--- src/rtl/bcau_pkg.sv ---
// rtl/bcau_pkg.sv - shared constants and state type for the BCAU window sequencer
package bcau_pkg;

   // Pixels per window; the comp unit divides its accumulator by this value.
   localparam int BCAU_WIN_PIXELS = 80;

   // Brightness offset applied by the comp unit (kept here for reference).
   localparam int BCAU_SHIFT = 32;

   typedef enum logic [1:0] {
      CLEAR,
      LOAD,
      AVG,
      EMIT
   } bcau_ctrl_state_t;

endpackage

--- src/rtl/bcau_pixel_buf.sv ---
// rtl/bcau_pixel_buf.sv - one-window intensity buffer, sync write, comb read
//
// Ports:
//   clk      clock
//   wr_en    write strobe
//   wr_addr  write index
//   wr_data  intensity to store
//   rd_addr  read index
//   rd_data  intensity at rd_addr (combinational)
// Contents are not reset; every slot is written before it is read.
module bcau_pixel_buf #(
   parameter int N_PIXELS = 80,
   parameter int AW       = $clog2(N_PIXELS)
) (
   input  logic          clk,
   input  logic          wr_en,
   input  logic [AW-1:0] wr_addr,
   input  logic [7:0]    wr_data,
   input  logic [AW-1:0] rd_addr,
   output logic [7:0]    rd_data
);

   logic [7:0] mem [N_PIXELS];

   always_ff @(posedge clk) begin
      if (wr_en) begin
         mem[wr_addr] <= wr_data;
      end
   end

   assign rd_data = mem[rd_addr];

endmodule

--- src/rtl/bcau_ctrl.sv ---
// rtl/bcau_ctrl.sv - BCAU window sequencer: load a window, average it, replay it adjusted
//
// Ports:
//   clk, rst_n                      clock, asynchronous active-low reset
//   in_valid/in_ready/in_pixel      input pixel stream
//   out_valid/out_ready/out_pixel   adjusted pixel stream
//   cu_wr_accum/cu_set_avg/cu_clr_accum/cu_intensity  controls to comp unit
//   cu_new_intensity                adjusted intensity from comp unit
//   busy                            low only in LOAD before the first pixel
//   window_done                     pulse on accept of the last output pixel
//   win_count                       windows completed (only with BCAU_CTRL_WIN_CNT_EN)
// Optional feature macro: BCAU_CTRL_WIN_CNT_EN
module bcau_ctrl
   import bcau_pkg::*;
#(
   parameter int N_PIXELS = BCAU_WIN_PIXELS
) (
   input  logic       clk,
   input  logic       rst_n,
   input  logic       in_valid,
   output logic       in_ready,
   input  logic [7:0] in_pixel,
   output logic       out_valid,
   input  logic       out_ready,
   output logic [7:0] out_pixel,
   output logic       cu_wr_accum,
   output logic       cu_set_avg,
   output logic       cu_clr_accum,
   output logic [7:0] cu_intensity,
   input  logic [7:0] cu_new_intensity,
   output logic       busy,
`ifdef BCAU_CTRL_WIN_CNT_EN
   output logic [15:0] win_count,
`endif
   output logic       window_done
);

   localparam int                IDX_W    = $clog2(N_PIXELS);
   localparam logic [IDX_W-1:0]  IDX_LAST = IDX_W'(N_PIXELS - 1);
   localparam logic [IDX_W-1:0]  IDX_ONE  = IDX_W'(1);

   bcau_ctrl_state_t state;
   logic [IDX_W-1:0] idx;

   // Registered state decodes; all zero in reset so every output is quiet.
   logic load_q;
   logic emit_q;
   logic clr_q;
   logic avg_q;
   logic busy_q;

   logic       in_acc;
   logic       out_acc;
   logic [7:0] rd_pixel;

   assign in_acc  = load_q && in_valid;
   assign out_acc = emit_q && out_ready;

   always_ff @(posedge clk or negedge rst_n) begin
      if (!rst_n) begin
         state  <= CLEAR;
         idx    <= '0;
         load_q <= 1'b0;
         emit_q <= 1'b0;
         clr_q  <= 1'b0;
         avg_q  <= 1'b0;
         busy_q <= 1'b0;
      end else begin
         case (state)
            // CLEAR with clr_q low only happens right after reset: spend one
            // cycle raising the clear strobe before moving on to LOAD.
            CLEAR: begin
               idx <= '0;
               if (clr_q) begin
                  clr_q  <= 1'b0;
                  load_q <= 1'b1;
                  busy_q <= 1'b0;
                  state  <= LOAD;
               end else begin
                  clr_q  <= 1'b1;
                  busy_q <= 1'b1;
               end
            end
            LOAD: begin
               if (in_acc) begin
                  busy_q <= 1'b1;
                  if (idx == IDX_LAST) begin
                     idx    <= '0;
                     load_q <= 1'b0;
                     avg_q  <= 1'b1;
                     state  <= AVG;
                  end else begin
                     idx <= idx + IDX_ONE;
                  end
               end
            end
            AVG: begin
               avg_q  <= 1'b0;
               emit_q <= 1'b1;
               state  <= EMIT;
            end
            EMIT: begin
               if (out_acc) begin
                  if (idx == IDX_LAST) begin
                     idx    <= '0;
                     emit_q <= 1'b0;
                     clr_q  <= 1'b1;
                     state  <= CLEAR;
                  end else begin
                     idx <= idx + IDX_ONE;
                  end
               end
            end
            default: begin
               state <= CLEAR;
            end
         endcase
      end
   end

   bcau_pixel_buf #(
      .N_PIXELS (N_PIXELS),
      .AW       (IDX_W)
   ) u_buf (
      .clk     (clk),
      .wr_en   (in_acc),
      .wr_addr (idx),
      .wr_data (in_pixel),
      .rd_addr (idx),
      .rd_data (rd_pixel)
   );

   assign in_ready     = load_q;
   assign out_valid    = emit_q;
   assign cu_clr_accum = clr_q;
   assign cu_set_avg   = avg_q;
   assign busy         = busy_q;
   // Accumulate strobe must coincide with the accept, so it is not registered.
   assign cu_wr_accum  = in_acc;
   assign cu_intensity = load_q ? in_pixel : (emit_q ? rd_pixel : 8'd0);
   assign out_pixel    = emit_q ? cu_new_intensity : 8'd0;
   assign window_done  = out_acc && (idx == IDX_LAST);

`ifdef BCAU_CTRL_WIN_CNT_EN
   always_ff @(posedge clk or negedge rst_n) begin
      if (!rst_n) begin
         win_count <= 16'd0;
      end else if (window_done) begin
         win_count <= win_count + 16'd1;
      end
   end
`endif

endmodule

--- config.mk ---
export PLATFORM = sky130hd
export DESIGN_NAME = bcau_ctrl
export DESIGN_NICKNAME = d
export VERILOG_FILES = /design/src/rtl/bcau_pkg.sv /design/src/rtl/bcau_pixel_buf.sv /design/src/rtl/bcau_ctrl.sv
export SDC_FILE = /design/constraint.sdc
export NUM_CORES = 1
export LEC_CHECK = 0
export BUFFER_PORTS_ARGS = -buffer_cell sky130_fd_sc_hd__buf_2
export CAP_MARGIN = 20
export CORE_MARGIN = 3
export CORE_UTILIZATION = 48
export CTS_BUF_LIST = sky130_fd_sc_hd__clkbuf_8 sky130_fd_sc_hd__clkbuf_16
export DETAILED_ROUTE_END_ITERATION = 7
export SLEW_MARGIN = 20
export SYNTH_ARGS = -nofsm -noshare
export SYNTH_HDL_FRONTEND = slang
export SYNTH_SLANG_ARGS = --single-unit
--- constraint.sdc ---
create_clock -name clk -period 3.11 [get_ports clk]
set_input_delay 0.622 -clock clk [delete_from_list [all_inputs] [get_ports clk]]
set_output_delay 0.622 -clock clk [all_outputs]
set_load 0.02 [all_outputs]
# Word level (Yosys, flattened, before mapping)

Memory sizes are Yosys's and may differ from the RTL's.
Index checks and enable logic that the tools add are counted.

$add $sub $neg: 1
Muxes and demuxes: 29
Reductions and logical operators: 16
Eq/ne operators: 9

Operators with widths:

| kind                                                             | count |
|---|---|
| 8-bit 2-to-1 mux                                                 | 3 |
| 7-bit 2-to-1 mux                                                 | 3 |
| 7-bit case mux with 3 select lines                               | 1 |
| 3-bit AND reduction                                              | 4 |
| 1-bit 2-to-1 mux                                                 | 11 |
| 2-bit 2-to-1 mux                                                 | 5 |
| 2-bit != test (second input constant)                            | 5 |
| 1-bit case mux with 2 select lines                               | 5 |
| 2-bit case mux with 4 select lines                               | 1 |
| 2-bit nonzero test                                               | 4 |
| 7-bit by 1-bit adder with 7-bit output (second input constant)   | 1 |
| 7-bit == test (second input constant)                            | 1 |
| 5-bit AND reduction                                              | 1 |
| 2-bit == test (second input constant)                            | 2 |
| 4-bit AND reduction                                              | 1 |
| 1-bit logical AND                                                | 3 |
| 3-bit nonzero test                                               | 1 |
| 2-bit by 1-bit == test with 1-bit output (second input constant) | 1 |
| 2-bit logical NOT                                                | 1 |
| 2-bit AND reduction                                              | 1 |

RAM bits: 640
Input bits: 20
Logic and storage cells: 63
Register bits: 14
Memories: 1
Output and inout port bits: 23

Memories:

| name      | words | width | rd ports | clocked after Yosys merged registers in | wr ports | line                 | RTL |
|---|---|---|---|---|---|---|---|
| u_buf.mem | 80    | 8     | 1        | 0                                       | 1        | bcau_pixel_buf.sv:23 | `logic [7:0] mem [N_PIXELS];` |

# Depth between registers and ports, before layout

Gate-level depths: netlist (run 1).

Depth after elaboration: 4
Gate-level depth with buffers: 11
Gate-level depth less buffers: 7

# Hierarchy

From an unflattened synthesis (run 1), not the netlist that was laid out.

Cell total of the unflattened synthesis: 1,210
Area total of the unflattened synthesis: 25,740.9 um^2

Modules (own cells, without submodules):

| module         | seq. area each (um^2) | area each (um^2) | instances | cells each |
|---|---|---|---|---|
| bcau_pixel_buf | 19,218.4              | 24,742.5         | 1         | 1,104 |
| bcau_ctrl      | 350.3                 | 998.5            | 1         | 106 |

# Least setup slack after synthesis (run 1)

No wires, ideal clock.

Path kind: register to output
Start: reg idx[0]
End: out cu_intensity[6]
Setup slack: 427 ps
Cell stages (with the launch flop): 11
Path buffers: 4
Data required time: 2,488 ps
Data arrival time: 2,061 ps
Path through: dfrtp_1 buf_6 buf_12 buf_12 buf_6 or2_2 nor2_1 a221oi_1 o211ai_1 o21ai_0 o221ai_1

Word-level cells in the longest chain between the ends: 3

Ends and longest elaborated chain:

| what                          | line             | RTL |
|---|---|---|
| start: declaration            | bcau_ctrl.sv:43  | `logic [IDX_W-1:0] idx;` |
| start signal: assignment      | bcau_ctrl.sv:93  | `idx <= idx + IDX_ONE;` |
| start signal: assignment      | bcau_ctrl.sv:110 | `idx <= idx + IDX_ONE;` |
| memory 80 x 8 bit             | n/a              |  |
| 8-bit 2-to-1 mux (2 in a row) | bcau_ctrl.sv:140 | `assign cu_intensity = load_q ? in_pixel : (emit_q ? rd_pixel : 8'd0);` |
| end: declaration              | bcau_ctrl.sv:29  | `output logic [7:0] cu_intensity,` |

No other way between the ends.

# Worst setup path in the final report (run 1)

Start: reg idx[2]
End: out cu_intensity[5]

Same word-level chain as after synthesis.

==> results.cfg, run 1 <==
[synthesis]
synthFlopType = edfxtp_1
syn_avg_cell_area_um2 = 17.6
synth_compound_area_share_pct = 7.71
synth_top_family_by_area = multiplexers
syn_area_um2 = 26100
synth-edff-count = 640
synth_seq_cells = 654
synth_fa_ha_area_share_pct = 0.287
synth_mux_area_share_pct = 10.3
ys_warn_count = 0
synth.distinct_cells = 65
seq_area_frac_synth_pct = 74.9
yosys.area_share.simple_pct = 4.58
synth_top_area_share_pct = 73.5
async_flop_share_pct = 2.14
synthTopCellsByArea = edfxtp_1 (74%), mux4_2 (5.1%), mux2i_1 (3.8%)
synth_nets = 1510
synth-xor-area-share_pct = 0.0670
synthCells = 1484
synth_common_cells = edfxtp_1 (640), nor2_1 (112), mux2i_1 (99), mux4_2 (59), a221oi_1 (54)
synth_area_leader_cell = edfxtp_1
synth_most_common_cell = edfxtp_1

[pwr]
clockPowerShare_pct = 31.2
sequentialPowerShare_pct = 39.9
p_total_mw = 24.9
p_int_mw = 17.5
vdd_drop_max_uv = 368
p_sw_share_pct = 29.7
pwr_density_cell_nw_per_um2 = 774
p_comb_share_pct = 28.8
p_sw_mw = 7.38
power_leakage_nw = 10.8

[global_route]
grt_pass1_vias = 15715
gr-total-overflow = 0
grt_max_degree = 81
antenna_found_initial = 1
grt_pass1_wl_mm = 108
grt_usage_pct = 26.5

[timing]
slew_viol_final = 0
rsz0062_at_grt = true
fin_crit_sh_pct = 122
skew_ps = 24.5
fin_crit_ps = 3810
fin_ws_ps = -698
finalHoldViolCount = 0
tightest_slew_ps = 976
finalSetupViolations = 8
timing.fmax_mhz = 263
relSlewSlack_pct = 34.9

[layout]
fin_cells = 2556
num_antenna_cells = 0
drive_gt1_share_pct = 33.5
fin_nets = 1844
areaGrowthSynthToFinish_pct = 22.9

[drt]
wl_mm = 75.5
ant_nets = 0
drt-pass1-iter-count = 6
vias = 15903
drcViolationCount = 0
vias_per_cell = 6.22
drtIter0Drc = 1949
wl_per_cell_um = 29.5

[setup_path]
cp.arrival_ps = 3190
path_cells = buf_12 > buf_4 > and2b_1 > buf_6 > a22o_1 > a2111oi_2 > a31oi_2 > a31oi_2 > or3b_4 > buf_6
crit_path_top_delay_cell = dfrtp_4
max_stage_delay_ps = 540
endpoint_kind = primary output
cp-start-kind = register
r2r_cells = 10
cp_data_required_time_ps = 2490
critPathMaxFanout = 8
crit_type = reg2out

[floorplan]
fp.coreArea_um2 = 53200
start_util_pct = 49.2
ios = 43
rows = 84
die_width_um = 239
die_area_um2 = 57300
dieHeight_um = 239

[placement]
detailed_place_hpwl_mm = 49.2
gp_congestion = 0.883
port_buffers = 42
dp_cells = 2409

[clock_network]
cts_inserted_buffers = 69
root_buffer = clkbuf_16
h-tree-depth = 3
cts.sinks = 654
cts_buffer_depth = 3
clk_pin_slew_ps = 60
insertion_delay_ps = 600
tritoncts = done

[hold_path]
worstHoldPathCells = 4
hold_path.class = in2reg

[run_status]
status = complete, but fails checks
violations = negative setup slack

[flow_run]
max-cap-violations = 0
## area by class of cell
| cell class | count | area [µm²] |
|---|---|---|
| Clock buffer | 73 | 1830 |
| Clock inverter | 48 | 303 |
| Fill cell | 3829 | 21000 |
| Inverter | 10 | 40.0 |
| Multi-Input combinational cell | 731 | 6500 |
| Sequential cell | 654 | 19600 |
| Tap cell | 688 | 861 |
| Timing Repair Buffer | 352 | 3030 |
## what timing repair did
| action | 4_1_cts | 5_1_grt |
|---|---|---|
| hold buffers | 1 | 0 |
| hold endpoints to repair | 14 | 0 |
| setup endpoints to repair | 9 | 9 |
| pin swaps | 34 | 20 |
| setup buffers | 15 | 15 |
| resized for setup | 101 | 63 |
## path summary, 6_finish.rpt
kind	slack (ps)	endpoint	start
max in group asynchronous	2360	idx[0]	rst_n
setup reg to reg	500	idx[6]	idx[0]
hold reg to reg	570	state[1]	state[1]
setup / recovery	-700	cu_intensity[5]	idx[2]
hold / removal	350	in_ready	in_valid
min in group asynchronous	460	idx[2]	rst_n
## metrics by stage
step / TNS, ps / utilization [%] / cell area (µm²) / hold slack (ps) / setup slack [ps]
finish: -4850 / 60.4 / 32100 / 345 / -698
global route: -5180 / 60.4 / 32100 / 370 / -707
CTS: -4890 / 59.7 / 31800 / 314 / -672
detailed placement: -1660 / 54.6 / 29000 / 546 / -294
global placement: -1590 / 54.6 / 29000 / 544 / -292
floorplan: 0 / - / 26100 / 326 / 427
## worst max-delay path, delay by kind of cell, from the launching register on
family                 cells  cell delay [ps]
AOI/OAI and AO/OA          4              670
buffers and inverters      4              650
DFF                        1              540
and+or+nand+nor            2              710
## power groups by stage
stage / registers, mW / logic, mW / clock network (mW)
2_1_floorplan: 10.1 / 3.46 / 0
3_3_place_gp: 10.2 / 6.11 / 0
3_5_place_dp: 10.2 / 6.16 / 0
4_1_cts: 9.94 / 6.73 / 7.89
5_1_grt: 9.94 / 7.47 / 8.24
6_report: 9.93 / 7.17 / 7.77
## routing by layer
layer | wire (µm) | GRT usage [%] | vias up
met4 | 2680 | 10.6 | 2
li1 | - | - | 6721
met3 | 7370 | 6.46 | 161
met5 | 9 | 0 | -
met2 | 34500 | 40.3 | 841
met1 | 30900 | 37.1 | 8178
## layout by cell type, fill, tap and decap left out, drive strengths merged, types with 16 or more instances in the layout
| cell type | count |
|---|---|
| clkinv | 33 |
| a21oi | 35 |
| nand3 | 25 |
| mux2i | 99 |
| o21ai | 41 |
| a221oi | 56 |
| buf | 351 |
| clkbuf | 73 |
| mux2 | 33 |
| nand2 | 48 |
| edfxtp | 640 |
| a22oi | 48 |
| nor2 | 115 |
| mux4 | 59 |
| inv | 18 |
| and2 | 16 |
## sequential cells by signal, indices dropped and copies added, names as in the netlist
register	count
u_buf.mem	640
idx	7
state	2
busy	1
cu_clr_accum	1
cu_set_avg	1
in_ready	1
out_valid	1
## logic make-up (layout without fill, tap and decap cells)
logic type | Yosys count | after routing
flip-flops | 654 | 654
multiplexers | 191 | 191
XOR/XNOR | 2 | 2
adder cells (fa/ha/maj) | 6 | 6
AND/OR/NAND/NOR | 257 | 257
AO/OA/AOI/OAI | 275 | 275
buffers and inverters | 99 | 483
No activity file was read; power rests on OpenSTA's default activity.
==> run 2, diff against run 1 <==
--- a/config.mk
+++ b/config.mk
@@ -7,10 +7,12 @@
 export LEC_CHECK = 0
 export BUFFER_PORTS_ARGS = -buffer_cell sky130_fd_sc_hd__buf_2
 export CAP_MARGIN = 20
+export CORE_ASPECT_RATIO = 1.75
 export CORE_MARGIN = 3
 export CORE_UTILIZATION = 48
 export CTS_BUF_LIST = sky130_fd_sc_hd__clkbuf_8 sky130_fd_sc_hd__clkbuf_16
 export DETAILED_ROUTE_END_ITERATION = 7
+export PLACE_DENSITY_LB_ADDON = 0.08
 export SLEW_MARGIN = 20
 export SYNTH_ARGS = -nofsm -noshare
 export SYNTH_HDL_FRONTEND = slang
==> results.cfg, run 2 (synthesis results as in run 1) <==
[layout]
largest_register_ffs = 640
top_regs = u_buf.mem: 640 flops, idx: 7 flops, state: 2 flops
drive_gt1_share_pct = 36.0
areaGrowthSynthToFinish_pct = 23.3
final_cell_mix = edfxtp_1 (640), buf_4 (290), nor2_1 (111)
final_common_cell = edfxtp_1
fin_nets = 1865
num_antenna_cells = 0
final_util_pct = 60.0
fin_cells = 2565
top_register = u_buf.mem
n_fill_cell = 3997

[global_route]
grt_usage_pct = 28.0
grt_pass1_vias = 16303
gr-total-overflow = 0
grt_pass1_wl_mm = 116
grt_max_degree = 81
antenna_found_initial = 1

[floorplan]
die_area_um2 = 57400
die_width_um = 182
start_util_pct = 48.7
ios = 43
dieHeight_um = 315
fp.coreArea_um2 = 53700
rows = 112

[setup_path]
r2r_cells = 10
crit_path_top_delay_cell = mux4_2
r2r_slack_ps = 260
regToRegStartpoint = idx[2]
cp-endpoint = cu_intensity[0]
critPathMaxFanout = 7
cp.arrival_ps = 3180
cp-start-kind = register
r2r-end = u_buf.mem[1][2]
path_cells = buf_12 > buf_12 > mux4_2 > mux4_2 > mux2i_4 > o211ai_1 > buf_4
cp_data_required_time_ps = 2490
max_stage_delay_ps = 580
endpoint_kind = primary output
crit_type = reg2out
cp-startpoint = idx[0]

[placement]
port_buffers = 42
detailed_place_hpwl_mm = 54.9
dp_cells = 2438
place_ws_ps = -551
gp_congestion = 0.937

[run_status]
status = complete, but fails checks
violations = negative setup slack

[timing]
finalSetupViolations = 8
finalHoldViolCount = 0
hold_slack_ps = 339
skew_ps = 28.7
relSlewSlack_pct = 37.3
timing.fmax_mhz = 263
tightest_slew_ps = 940
slew_viol_final = 0
fin_crit_sh_pct = 122
setup-tns-final_ps = -5030
rsz0062_at_grt = true
fin_ws_ps = -692
fin_crit_ps = 3800

[pwr]
vdd_drop_max_uv = 409
pwr_density_cell_nw_per_um2 = 758
power_leakage_nw = 10.9

[drt]
vias_per_cell = 6.22
drt-pass1-iter-count = 5
drtIter0Drc = 1719
wl_mm = 80.8
vias = 15951
drcViolationCount = 0
wl_per_cell_um = 31.5
ant_nets = 0

[flow_run]
max-cap-violations = 0

[clock_network]
cts.sinks = 654
h-tree-depth = 2
cts_buffer_depth = 3
tritoncts = done
root_buffer = clkbuf_16
clk_pin_slew_ps = 70
cts_inserted_buffers = 57
insertion_delay_ps = 610

[hold_path]
hold_path.class = in2reg
hp-start = in_valid
[run 2: layout make-up]
cell class | count | area, µm² | share of cell area (%)
clock buffers | 58 | 1440 | 4.47
multi-input cells | 731 | 6690 | 20.8
clock inverters | 43 | 297 | 0.920
repair buffers | 385 | 3310 | 10.3
inverters | 10 | 37.5 | 0.117
well taps | 684 | 856 | 2.66
flip-flops and latches | 654 | 19600 | 60.8
[run 2: what timing repair did]
action | CTS | global route
pin swaps | 19 | 33
cloned | 3 | 1
endpoints found under the setup margin | 9 | 9
resized for setup | 106 | 86
hold endpoints to repair | 14 | 0
setup buffers | 19 | 6
hold buffers | 1 | 0
[run 2: through the flow]
step                      instance area [µm²]  power (mW)
after global routing                    32200        25.2
after global placement                  29300        16.6
final                                   32200        24.4
after floorplan                         26100        13.5
after detailed placement                29300        16.7
after CTS                               31800        24.2
[run 2: metal layers]
metal | vias up | GRT usage (%) | wire length (µm)
li1 | 6743 | - | -
met5 | - | 0 | 0
met4 | 0 | 13.7 | 4430
met1 | 8254 | 34.7 | 29400
met3 | 182 | 3.86 | 5360
met2 | 772 | 48.4 | 41600
[run 2: worst min-delay path by stage]
stage               end  slack (ps)  depth (start not counted)
2_1_floorplan      busy         330                          0
3_3_place_gp       busy         520                          2
3_5_place_dp       busy         530                          2
4_1_cts        in_ready         320                          4
5_1_grt        in_ready         350                          4
6_report       in_ready         340                          4
[run 2: critical path: cells and delay by family, from the launching register on]
| family | cells | cell delay [ps] |
|---|---|---|
| AOI/OAI and AO/OA | 1 | 160 |
| buffers and inverters | 3 | 560 |
| DFF | 1 | 510 |
| muxes | 3 | 1320 |
[run 2: report_power, final]
part           internal (mW)  switching (mW)
combinational           3.53            4.16
clock                   3.67            3.14
sequential              9.82          0.0918
total                   17.0            7.39
==> run 3, diff against run 2 <==
==> constraint.sdc (replaced) <==
create_clock -name clk -period 3.11 [get_ports clk]
set_input_delay 0.622 -clock clk [delete_from_list [all_inputs] [get_ports clk]]
set_output_delay 0.622 -clock clk [all_outputs]
set_load 0.01 [all_outputs]
==> results.cfg, run 3 (synthesis results as in run 1) <==
[setup_path]
cp.depth = 8
r2r_cells = 9
crit_type = reg2out
max_stage_delay_ps = 580
path_cells = buf_12 > buf_12 > clkbuf_16 > mux4_2 > mux4_2 > mux2i_4 > o211ai_1 > buf_2
cp_data_required_time_ps = 2490
crit_family = multiplexers
path_buf_inv = 4
endpoint_kind = primary output
critPathMaxFanout = 10
cp.arrival_ps = 3210
crit_path_top_delay_cell = mux4_2
cp-start-kind = register

[global_route]
grt_pass1_wl_mm = 117
grt_pass1_vias = 16297
grt_use_met2_pct = 49.9
met3_usage_pct = 3.35
grt_max_degree = 81
gr-total-overflow = 0
grt_usage_pct = 28.4
grt-busiest-layer = met2
antenna_found_initial = 0
use_met1_pct = 34.7

[pwr]
p_total_mw = 25.2
vdd_drop_max_uv = 520
power_leakage_nw = 10.9
pwr_density_cell_nw_per_um2 = 776

[clock_network]
clk_pin_slew_ps = 70
root_buffer = clkbuf_16
insertion_delay_ps = 620
tritoncts = done
cts.sinks = 654
h-tree-depth = 2
cts_inserted_buffers = 58
cts_buffer_depth = 3

[hold_path]
hold_path.class = in2reg
worstHoldPathCells = 4

[placement]
place_ws_ps = -300
port_buffers = 42
detailed_place_hpwl_mm = 54.3
dp_cells = 2410
gp_congestion = 0.921
placed_area_um2 = 29200

[timing]
fin_crit_ps = 3830
relSlewSlack_pct = 33.5
fin_crit_sh_pct = 123
skew_ps = 24.7
rsz0062_at_grt = true
finalSetupViolations = 9
tightest_slew_ps = 997
fin_ws_ps = -721
slew_viol_final = 0
finalHoldViolCount = 0
timing.fmax_mhz = 261
hold_slack_ps = 330

[drt]
wl_mm = 82.3
vias = 15969
drcViolationCount = 0
wl_per_cell_um = 32.2
ant_nets = 0
drtIter0Drc = 1657
vias_per_cell = 6.25
drt-pass1-iter-count = 5

[floorplan]
fp.coreArea_um2 = 53700
die_area_um2 = 57400
ios = 43
rows = 112
dieHeight_um = 315
start_util_pct = 48.7
die_width_um = 182

[run_status]
violations = negative setup slack
status = complete, but fails checks

[layout]
areaGrowthSynthToFinish_pct = 24.5
top_register = u_buf.mem
drive_gt1_share_pct = 35.6
top_regs = u_buf.mem: 640 flops, idx: 7 flops, state: 2 flops
n_fill_cell = 4000
final_cell_mix = edfxtp_1 (640), buf_4 (251), nor2_1 (112)
fin_nets = 1850
num_antenna_cells = 0
largest_register_ffs = 640
fin_cells = 2555
final_common_cell = edfxtp_1
final_cell_area_um2 = 32500

[flow_run]
max-cap-violations = 0
-- run 3: changes by cell type in the layout (fill, tap and decap cells not counted), sizes merged --
cell / before / now
buf: 383 / 365
inv: 20 / 14
bufinv: 4 / 9
clkinvlp: 1 / 6
clkbuf: 59 / 63
bufbuf: 0 / 1
clkinv: 28 / 27
-- run 3: layout make-up --
type                       count  area (µm²)  share of cell area [%]
clock inverter                46         455                    1.40
multi-input combinational    731        6660                    20.5
tap                          684         856                    2.63
timing repair buffer         369        3430                    10.5
sequential                   654       19600                    60.2
inverter                      10        38.8                   0.119
clock buffer                  61        1530                    4.69
-- run 3: worst min-delay path, stage by stage --
cell and delay, ps:
buf_2 120, nand2_1 50, o21ai_0 60, o21ai_0 60
-- run 3: through the flow --
| step | utilization [%] | setup TNS, ps |
|---|---|---|
| after global placement | 54.4 | -1610 |
| after global routing | 60.6 | -5860 |
| after CTS | 59.9 | -5460 |
| after detailed placement | 54.4 | -1610 |
| after floorplan | - | 0 |
| final | 60.6 | -5390 |
-- run 3: what timing repair did --
action | in CTS | in global routing
endpoints found under the setup margin | 9 | 9
hold buffers | 1 | 0
gates resized for setup | 130 | 60
pin swaps | 18 | 27
hold endpoints to repair | 14 | 0
cloned | 6 | 2
buffers inserted | 25 | 11
-- run 3: power by group --
group          internal (mW)  switching [mW]
logic                   3.61            4.20
registers               9.82          0.0952
clock network           4.29            3.22
-- run 3: final timing paths --
| kind | start | to | slack (ps) |
|---|---|---|---|
| min | in_valid | in_ready | 330 |
| max reg2reg | idx[2] | u_buf.mem[49][2] | 250 |
| max in group asynchronous | rst_n | idx[2] | 2350 |
| max | idx[0] | cu_intensity[0] | -720 |
| min in group asynchronous | rst_n | cu_clr_accum | 450 |
| min reg2reg | busy | busy | 580 |
-- run 3: routing by layer --
metal  up-vias  routed length, µm
met3       206               4820
met4         0               4720
li1       6716                  -
met1      8339              30100
met5         -                  0
met2       708              42700
